$ cat config.mk
export PLATFORM = sky130hd
export DESIGN_NAME = pipe_hazard_sequencer_flat
export DESIGN_NICKNAME = d
export VERILOG_FILES = /design/src/rtl/pipe_ctrl_pkg.sv /design/src/rtl/pipe_hazard_sequencer_if.sv /design/src/rtl/sat_counter.sv /design/src/rtl/pipe_hazard_sequencer.sv /design/src/flat_wrapper.sv
export SDC_FILE = /design/constraint.sdc
export NUM_CORES = 1
export LEC_CHECK = 0
export ABC_AREA = 1
export ABC_CLOCK_PERIOD_IN_PS = 1900
export CAP_MARGIN = 20
export CORE_MARGIN = 3
export CORE_UTILIZATION = 39
export DETAILED_ROUTE_END_ITERATION = 16
export HOLD_SLACK_MARGIN = 0.03
export PLACE_DENSITY = 0.74
export SKIP_LAST_GASP = 1
export SLEW_MARGIN = 20
export SYNTH_ARGS = -nofsm -noshare
export SYNTH_HDL_FRONTEND = slang
export SYNTH_SLANG_ARGS = --single-unit
$ cat constraint.sdc
create_clock -name clk -period 1.9 [get_ports clk]
set_clock_uncertainty 0.05 [all_clocks]
set_input_delay 0.285 -clock clk [delete_from_list [all_inputs] [get_ports clk]]
set_output_delay 0.285 -clock clk [all_outputs]
set_load 0.1 [all_outputs]
$ cat src/rtl/pipe_ctrl_pkg.sv
// Shared types and constants for the pipeline hazard sequencer.
package pipe_ctrl_pkg;

  localparam int unsigned DefaultTimeout = 64;
  localparam int unsigned DefaultCntW    = 32;

  typedef enum logic [1:0] {
    StRun,
    StMemWait,
    StErr
  } state_e;

  // Pipeline-register control bundle, one bit per EN/FLUSH line.
  typedef struct packed {
    logic en_f;
    logic en_d;
    logic en_e;
    logic en_m;
    logic flush_d;
    logic flush_e;
    logic flush_w;
  } ctrl_t;

  // Free-running pipeline.
  localparam ctrl_t CtrlRun = '{en_f: 1'b1, en_d: 1'b1, en_e: 1'b1, en_m: 1'b1,
                                flush_d: 1'b0, flush_e: 1'b0, flush_w: 1'b0};
  // Whole pipe frozen, bubble into writeback (memory wait and error trap).
  localparam ctrl_t CtrlHold = '{en_f: 1'b0, en_d: 1'b0, en_e: 1'b0, en_m: 1'b0,
                                 flush_d: 1'b0, flush_e: 1'b0, flush_w: 1'b1};
  // Taken control transfer: squash Fetch and Decode.
  localparam ctrl_t CtrlFlush = '{en_f: 1'b1, en_d: 1'b1, en_e: 1'b1, en_m: 1'b1,
                                  flush_d: 1'b1, flush_e: 1'b1, flush_w: 1'b0};
  // Load-use: hold front end, bubble into Execute.
  localparam ctrl_t CtrlLoadUse = '{en_f: 1'b0, en_d: 1'b0, en_e: 1'b1, en_m: 1'b1,
                                    flush_d: 1'b0, flush_e: 1'b1, flush_w: 1'b0};
  // Reset: nothing advances, every stage register is cleared.
  localparam ctrl_t CtrlReset = '{en_f: 1'b0, en_d: 1'b0, en_e: 1'b0, en_m: 1'b0,
                                  flush_d: 1'b1, flush_e: 1'b1, flush_w: 1'b1};

endpackage

$ cat src/rtl/pipe_hazard_sequencer_if.sv
// Hazard inputs and pipeline controls between the core datapath and the sequencer.
interface pipe_hazard_sequencer_if
  import pipe_ctrl_pkg::*;
#(
  parameter int unsigned CNT_W = DefaultCntW
);
  logic [4:0]       Rs1D;
  logic [4:0]       Rs2D;
  logic [4:0]       RdE;
  logic             MemReadE;
  logic             RegWriteE;
  logic             PCSrcE;
  logic             DMemReqM;
  logic             DMemReadyM;
  logic             CntClr;
  logic             EN_F;
  logic             EN_D;
  logic             EN_E;
  logic             EN_M;
  logic             FLUSH_D;
  logic             FLUSH_E;
  logic             FLUSH_W;
  logic             MemErr;
  logic [CNT_W-1:0] StallCnt;
  logic [CNT_W-1:0] FlushCnt;

  // Datapath side.
  modport master (
    output Rs1D, Rs2D, RdE, MemReadE, RegWriteE, PCSrcE, DMemReqM, DMemReadyM, CntClr,
    input  EN_F, EN_D, EN_E, EN_M, FLUSH_D, FLUSH_E, FLUSH_W, MemErr, StallCnt, FlushCnt
  );

  // Sequencer side.
  modport slave (
    input  Rs1D, Rs2D, RdE, MemReadE, RegWriteE, PCSrcE, DMemReqM, DMemReadyM, CntClr,
    output EN_F, EN_D, EN_E, EN_M, FLUSH_D, FLUSH_E, FLUSH_W, MemErr, StallCnt, FlushCnt
  );
endinterface

$ cat src/rtl/sat_counter.sv
// Saturating event counter with synchronous clear; clear wins over increment.
module sat_counter #(
  parameter int unsigned Width = 32
) (
  input  logic             clk,
  input  logic             rst,
  input  logic             inc,
  input  logic             clr,
  output logic [Width-1:0] count
);

  logic [Width-1:0] count_q;

  // Count events, sticking at all-ones instead of wrapping.
  always_ff @(posedge clk) begin
    if (rst || clr) begin
      count_q <= '0;
    end else if (inc && (count_q != '1)) begin
      count_q <= count_q + 1'b1;
    end
  end

  assign count = count_q;

endmodule

$ cat src/rtl/pipe_hazard_sequencer.sv
// Central pipeline controller: stall/flush decode, data-memory wait FSM and debug counters.
module pipe_hazard_sequencer
  import pipe_ctrl_pkg::*;
#(
  parameter int unsigned TIMEOUT = DefaultTimeout,
  parameter int unsigned CNT_W   = DefaultCntW
) (
  input logic                    clk,
  input logic                    rst,
  pipe_hazard_sequencer_if.slave bus
);

  localparam int unsigned WaitW = $clog2(TIMEOUT + 1);

  state_e           state_q;
  logic [WaitW-1:0] wait_q;
  logic             mem_err_q;

  logic             memstall;
  logic             loaduse;
  logic             flush_take;
  logic             stall_inc;
  ctrl_t            ctrl;
  logic [CNT_W-1:0] stall_cnt;
  logic [CNT_W-1:0] flush_cnt;

  assign memstall = bus.DMemReqM & ~bus.DMemReadyM;
  // x0 is never a real producer, so it cannot create a load-use dependency.
  assign loaduse  = bus.MemReadE & bus.RegWriteE & (bus.RdE != 5'd0) &
                    ((bus.RdE == bus.Rs1D) | (bus.RdE == bus.Rs2D));

  // Prioritised control decode; a pending branch waits out a memory stall because Execute is frozen.
  always_comb begin
    ctrl       = CtrlRun;
    flush_take = 1'b0;
    if (rst) begin
      ctrl = CtrlReset;
    end else if (state_q == StErr) begin
      ctrl = CtrlHold;
    end else if (memstall) begin
      ctrl = CtrlHold;
    end else if (bus.PCSrcE) begin
      ctrl       = CtrlFlush;
      flush_take = 1'b1;
    end else if (loaduse) begin
      ctrl = CtrlLoadUse;
    end
  end

  // Wait-state sequencing and sticky timeout trap.
  always_ff @(posedge clk) begin
    if (rst) begin
      state_q   <= StRun;
      wait_q    <= '0;
      mem_err_q <= 1'b0;
    end else begin
      case (state_q)
        StRun: begin
          if (memstall) begin
            state_q <= StMemWait;
            wait_q  <= WaitW'(1);
          end
        end
        StMemWait: begin
          if (!memstall) begin
            state_q <= StRun;
            wait_q  <= '0;
          end else if (wait_q == WaitW'(TIMEOUT)) begin
            state_q   <= StErr;
            mem_err_q <= 1'b1;
          end else begin
            wait_q <= wait_q + 1'b1;
          end
        end
        StErr: begin
          state_q <= StErr;
        end
        default: begin
          state_q <= StRun;
          wait_q  <= '0;
        end
      endcase
    end
  end

  // Error cycles are a dead pipe, not a stall worth counting.
  assign stall_inc = ~ctrl.en_f & ~rst & (state_q != StErr);

  sat_counter #(
    .Width (CNT_W)
  ) u_stall_cnt (
    .clk   (clk),
    .rst   (rst),
    .inc   (stall_inc),
    .clr   (bus.CntClr),
    .count (stall_cnt)
  );

  sat_counter #(
    .Width (CNT_W)
  ) u_flush_cnt (
    .clk   (clk),
    .rst   (rst),
    .inc   (flush_take),
    .clr   (bus.CntClr),
    .count (flush_cnt)
  );

  assign bus.EN_F     = ctrl.en_f;
  assign bus.EN_D     = ctrl.en_d;
  assign bus.EN_E     = ctrl.en_e;
  assign bus.EN_M     = ctrl.en_m;
  assign bus.FLUSH_D  = ctrl.flush_d;
  assign bus.FLUSH_E  = ctrl.flush_e;
  assign bus.FLUSH_W  = ctrl.flush_w;
  assign bus.MemErr   = mem_err_q;
  assign bus.StallCnt = stall_cnt;
  assign bus.FlushCnt = flush_cnt;

endmodule

$ cat src/flat_wrapper.sv
// flat-port wrapper written by rule: the top's interface ports become plain ports
module pipe_hazard_sequencer_flat import pipe_ctrl_pkg::*;
#(
  parameter int unsigned TIMEOUT = DefaultTimeout,
  parameter int unsigned CNT_W   = DefaultCntW
)
  (clk, rst, bus_Rs1D, bus_Rs2D, bus_RdE, bus_MemReadE, bus_RegWriteE, bus_PCSrcE, bus_DMemReqM, bus_DMemReadyM, bus_CntClr, bus_EN_F, bus_EN_D, bus_EN_E, bus_EN_M, bus_FLUSH_D, bus_FLUSH_E, bus_FLUSH_W, bus_MemErr, bus_StallCnt, bus_FlushCnt);
  pipe_hazard_sequencer_if #(.CNT_W(CNT_W)) bus_i ();
  input logic clk;
  input logic rst;
  input wire logic [$bits(bus_i.Rs1D)-1:0] bus_Rs1D;
  input wire logic [$bits(bus_i.Rs2D)-1:0] bus_Rs2D;
  input wire logic [$bits(bus_i.RdE)-1:0] bus_RdE;
  input wire logic [$bits(bus_i.MemReadE)-1:0] bus_MemReadE;
  input wire logic [$bits(bus_i.RegWriteE)-1:0] bus_RegWriteE;
  input wire logic [$bits(bus_i.PCSrcE)-1:0] bus_PCSrcE;
  input wire logic [$bits(bus_i.DMemReqM)-1:0] bus_DMemReqM;
  input wire logic [$bits(bus_i.DMemReadyM)-1:0] bus_DMemReadyM;
  input wire logic [$bits(bus_i.CntClr)-1:0] bus_CntClr;
  output wire logic [$bits(bus_i.EN_F)-1:0] bus_EN_F;
  output wire logic [$bits(bus_i.EN_D)-1:0] bus_EN_D;
  output wire logic [$bits(bus_i.EN_E)-1:0] bus_EN_E;
  output wire logic [$bits(bus_i.EN_M)-1:0] bus_EN_M;
  output wire logic [$bits(bus_i.FLUSH_D)-1:0] bus_FLUSH_D;
  output wire logic [$bits(bus_i.FLUSH_E)-1:0] bus_FLUSH_E;
  output wire logic [$bits(bus_i.FLUSH_W)-1:0] bus_FLUSH_W;
  output wire logic [$bits(bus_i.MemErr)-1:0] bus_MemErr;
  output wire logic [$bits(bus_i.StallCnt)-1:0] bus_StallCnt;
  output wire logic [$bits(bus_i.FlushCnt)-1:0] bus_FlushCnt;
  assign bus_i.Rs1D = bus_Rs1D;
  assign bus_i.Rs2D = bus_Rs2D;
  assign bus_i.RdE = bus_RdE;
  assign bus_i.MemReadE = bus_MemReadE;
  assign bus_i.RegWriteE = bus_RegWriteE;
  assign bus_i.PCSrcE = bus_PCSrcE;
  assign bus_i.DMemReqM = bus_DMemReqM;
  assign bus_i.DMemReadyM = bus_DMemReadyM;
  assign bus_i.CntClr = bus_CntClr;
  assign bus_EN_F = bus_i.EN_F;
  assign bus_EN_D = bus_i.EN_D;
  assign bus_EN_E = bus_i.EN_E;
  assign bus_EN_M = bus_i.EN_M;
  assign bus_FLUSH_D = bus_i.FLUSH_D;
  assign bus_FLUSH_E = bus_i.FLUSH_E;
  assign bus_FLUSH_W = bus_i.FLUSH_W;
  assign bus_MemErr = bus_i.MemErr;
  assign bus_StallCnt = bus_i.StallCnt;
  assign bus_FlushCnt = bus_i.FlushCnt;
  pipe_hazard_sequencer #(.TIMEOUT(TIMEOUT), .CNT_W(CNT_W)) u_core (.clk(clk), .rst(rst), .bus(bus_i));
endmodule
==> run summary <==
Final Cell Area: 6770 sq um
Drt wl/cell: 12.7 um
Area grow syn2layout: 39.6%
Worst-path clk slew: 0.06 ns
Critical path required time: 2.12 ns
Clk_lat worst skew: 0.34 ns
Final hold vios: 0
CTS tree: built
Synth top area share: 30.6%
WL met1: 6.11 mm
Post-DRT Antenna Nets: 0
Worst slack at placement: -0.344 ns
DR pass1 iterations: 5
Area contributors post-synth: dfxtp_1, nand2_1, nor2_1
Placer Congestion: 0.960
Hpwl dp: 10.1 mm
Mapped Avg Cell Area: 6.33 sq um
Synth top cells by count: nand2_1, nor2_1, dfxtp_1
Crit-path slowest cell: dfxtp_4
Synth Register Bits: 74
Buffers added on ports: 94
Core Area: 12100 sq um
Slew @ Worst Pin: 0.367 ns
Placed instance area: 6350 sq um
Cell family with most CP delay: simple AND/OR/NAND/NOR gates
Die Wd: 117 um
Max layer used: met4
Critical Path AT: 2.03 ns
Setup_tns: 0 ns
DRC viols: 0
Num Clock Sinks: 74
Max transition margin: 75.5%
Largest net degree at the start of global routing: 46
Largest area contributor in the netlist: dfxtp_1
Flop-to-flop setup slack: 0.08 ns
Share of layout cells above drive strength 1: 31.1%
Pwr Density: 545 nW/um^2
Critical-path cell list: ha_4 > inv_2 > nor3_4 > nand2_2 > nor2_4 > nand2_2 > nand2_4 > buf_12 > buf_12 > nand2_1 > a21oi_2
Initial Util: 40.2%
End of the critical path: u_core.u_flush_cnt.count[21]
Kind of critical path: reg -> reg
Die ar.: 13800 sq um
Endpoints failing setup: 0
Slew Limit Fails: 0
F_max: 0.551 GHz
NumNets Final: 913
R2R depth: 11
Leak: 2.55 nW
Main synth FF type: dfxtp_1
Number of synthesized flops with an enable pin: 0
Library cells used by synthesis: 34
Worst Setup SP: u_core.u_flush_cnt.count[0]
R2r startpoint: u_core.u_flush_cnt.count[0]
Vias: 5270
Gr ovfl total: 0
Hold_ws: 0.377 ns
First-pass GRT wire length: 22.6 mm
CTS Buf Count: 9
Ant diodes: 0
Max IR drop VDD: 0.307 mV
I/O Pins: 95
Root Driver: clkbuf_16
Status: finished clean
Register area share after synthesis: 30.6%
Critical path startpoint category: register
Post-Syn Instances: 766
Number of H-tree levels: 3
Post-synth net total: 793
Final WS setup: 0.0844 ns
Met2 wire len: 6.26 mm
Vias in the first global route: 4900
Maxcap violations: 0
Period utilisation layout: 95.6%
Hold_buf cts: 0
Initial antenna violation count: 0
DIE HEIGHT: 117 um
Worst Hold Class: reg -> reg
RSZ-0062 raised after global routing: yes
Starting DRT DRC Count: 351
Crit path depth: 11
Worst stage delay on the critical path: 0.38 ns
R2R Path End: u_core.u_flush_cnt.count[21]
Most frequent cell after synthesis: nand2_1
Synth Warn #: 0
Cell Rows: 40
Total power: 3.69 mW
CTS Buffer Depth: 2
Mapped Area: 4850 sq um
Final WL: 13.5 mm
DR WL met3: 903 um
Ys async rst share: 0%
Maximum net fanout on the critical path: 10
CP bufs+invs: 3
Vias per cell: 4.98
Tmin final: 1.82 ns
Overall Global Routing Usage: 19.3%
CP endpoint kind: register
## placed cells by master, fill, tap and decap left out, types with 6 or more instances in the layout
cell type          n
nand4_1           36
dfxtp_1            8
dfxtp_2           32
clkdlybuf4s50_1    6
xor2_1            36
a21oi_2           13
nand2_2           15
clkbuf_16         10
inv_1             62
nor2_1            91
nand2_1          234
dfxtp_4           34
nor2_2             8
buf_4             94
buf_12            17
nand3_1           21
nor3_1            18
xnor2_1           12
a21oi_1           54
clkbuf_2           7
o21ai_0           13
inv_2             11
## worst register-to-register path: stages, from the launching register on
cell	delay [ns]
dfxtp_4	0.38
ha_4	0.16
inv_2	0.06
nor3_4	0.22
nand2_2	0.12
nor2_4	0.13
nand2_2	0.08
nand2_4	0.11
buf_12	0.13
buf_12	0.11
nand2_1	0.06
a21oi_2	0.13
## area by class of cell
cell class | instances | area, sq um
Tap cell | 168 | 210
Sequential cell | 74 | 1650
Timing Repair Buffer | 135 | 1240
Clock inverter | 4 | 48.8
Clock buffer | 12 | 256
Inverter | 75 | 288
Fill cell | 1156 | 5300
Multi-Input combinational cell | 591 | 3070
## per-stage QoR
step                instances  util, %
floorplan                 766        -
CTS                      1051     55.3
finish                   1059     56.1
detailed placement       1031     52.6
global placement         1031     52.6
global route             1059     56.1
## state kept, by name (all words and copies together) (netlist names)
name	count
u_core.u_flush_cnt.count	32
u_core.bus.MemErr	1
u_core.state_q	2
u_core.wait_q	7
u_core.u_stall_cnt.count	32
## logic make-up after synthesis
kind of cell	Yosys count	synth area share, %
xor gates and xnor gates	48	8.68
AOI/OAI and AO/OA	88	10.1
and+or+nand+nor	451	40.8
adders and majority gates	4	1.03
buffers and inverters	101	8.80
DFF	74	30.6
## power breakdown
group          internal, mW  total [mW]  switching [mW]
logic                 0.175       0.439           0.264
clock network          1.09        1.73           0.643
registers              1.51        1.52         0.00650
total                  2.77        3.69           0.913
## timing repair
| item | 4_1_cts | 5_1_grt |
|---|---|---|
| pin swaps | 16 | 18 |
| gates resized for setup | 37 | 30 |
| hold endpoints to repair | 0 | 0 |
| setup buffers | 4 | 8 |
| cloned | 0 | 1 |
| endpoints found under the setup margin | 4 | 36 |
## how the worst min path moves through the flow
stage | from | endpoint | slack [ns] | depth (start not counted)
floorplan | u_core.state_q[1] | u_core.state_q[0] | 0.37 | 1
finish | u_core.state_q[1] | u_core.state_q[0] | 0.38 | 1
global route | u_core.state_q[1] | u_core.state_q[0] | 0.40 | 1
detailed placement | u_core.state_q[1] | u_core.state_q[0] | 0.39 | 1
global placement | u_core.state_q[1] | u_core.state_q[0] | 0.38 | 1
CTS | u_core.state_q[1] | u_core.state_q[0] | 0.39 | 1
## metal layers
layer	up-vias	track usage, %
met5	-	0
met1	2389	24.7
met4	0	6.37
met3	15	4.81
li1	2707	-
met2	159	31.9
No activity file was read; power rests on OpenSTA's default activity.
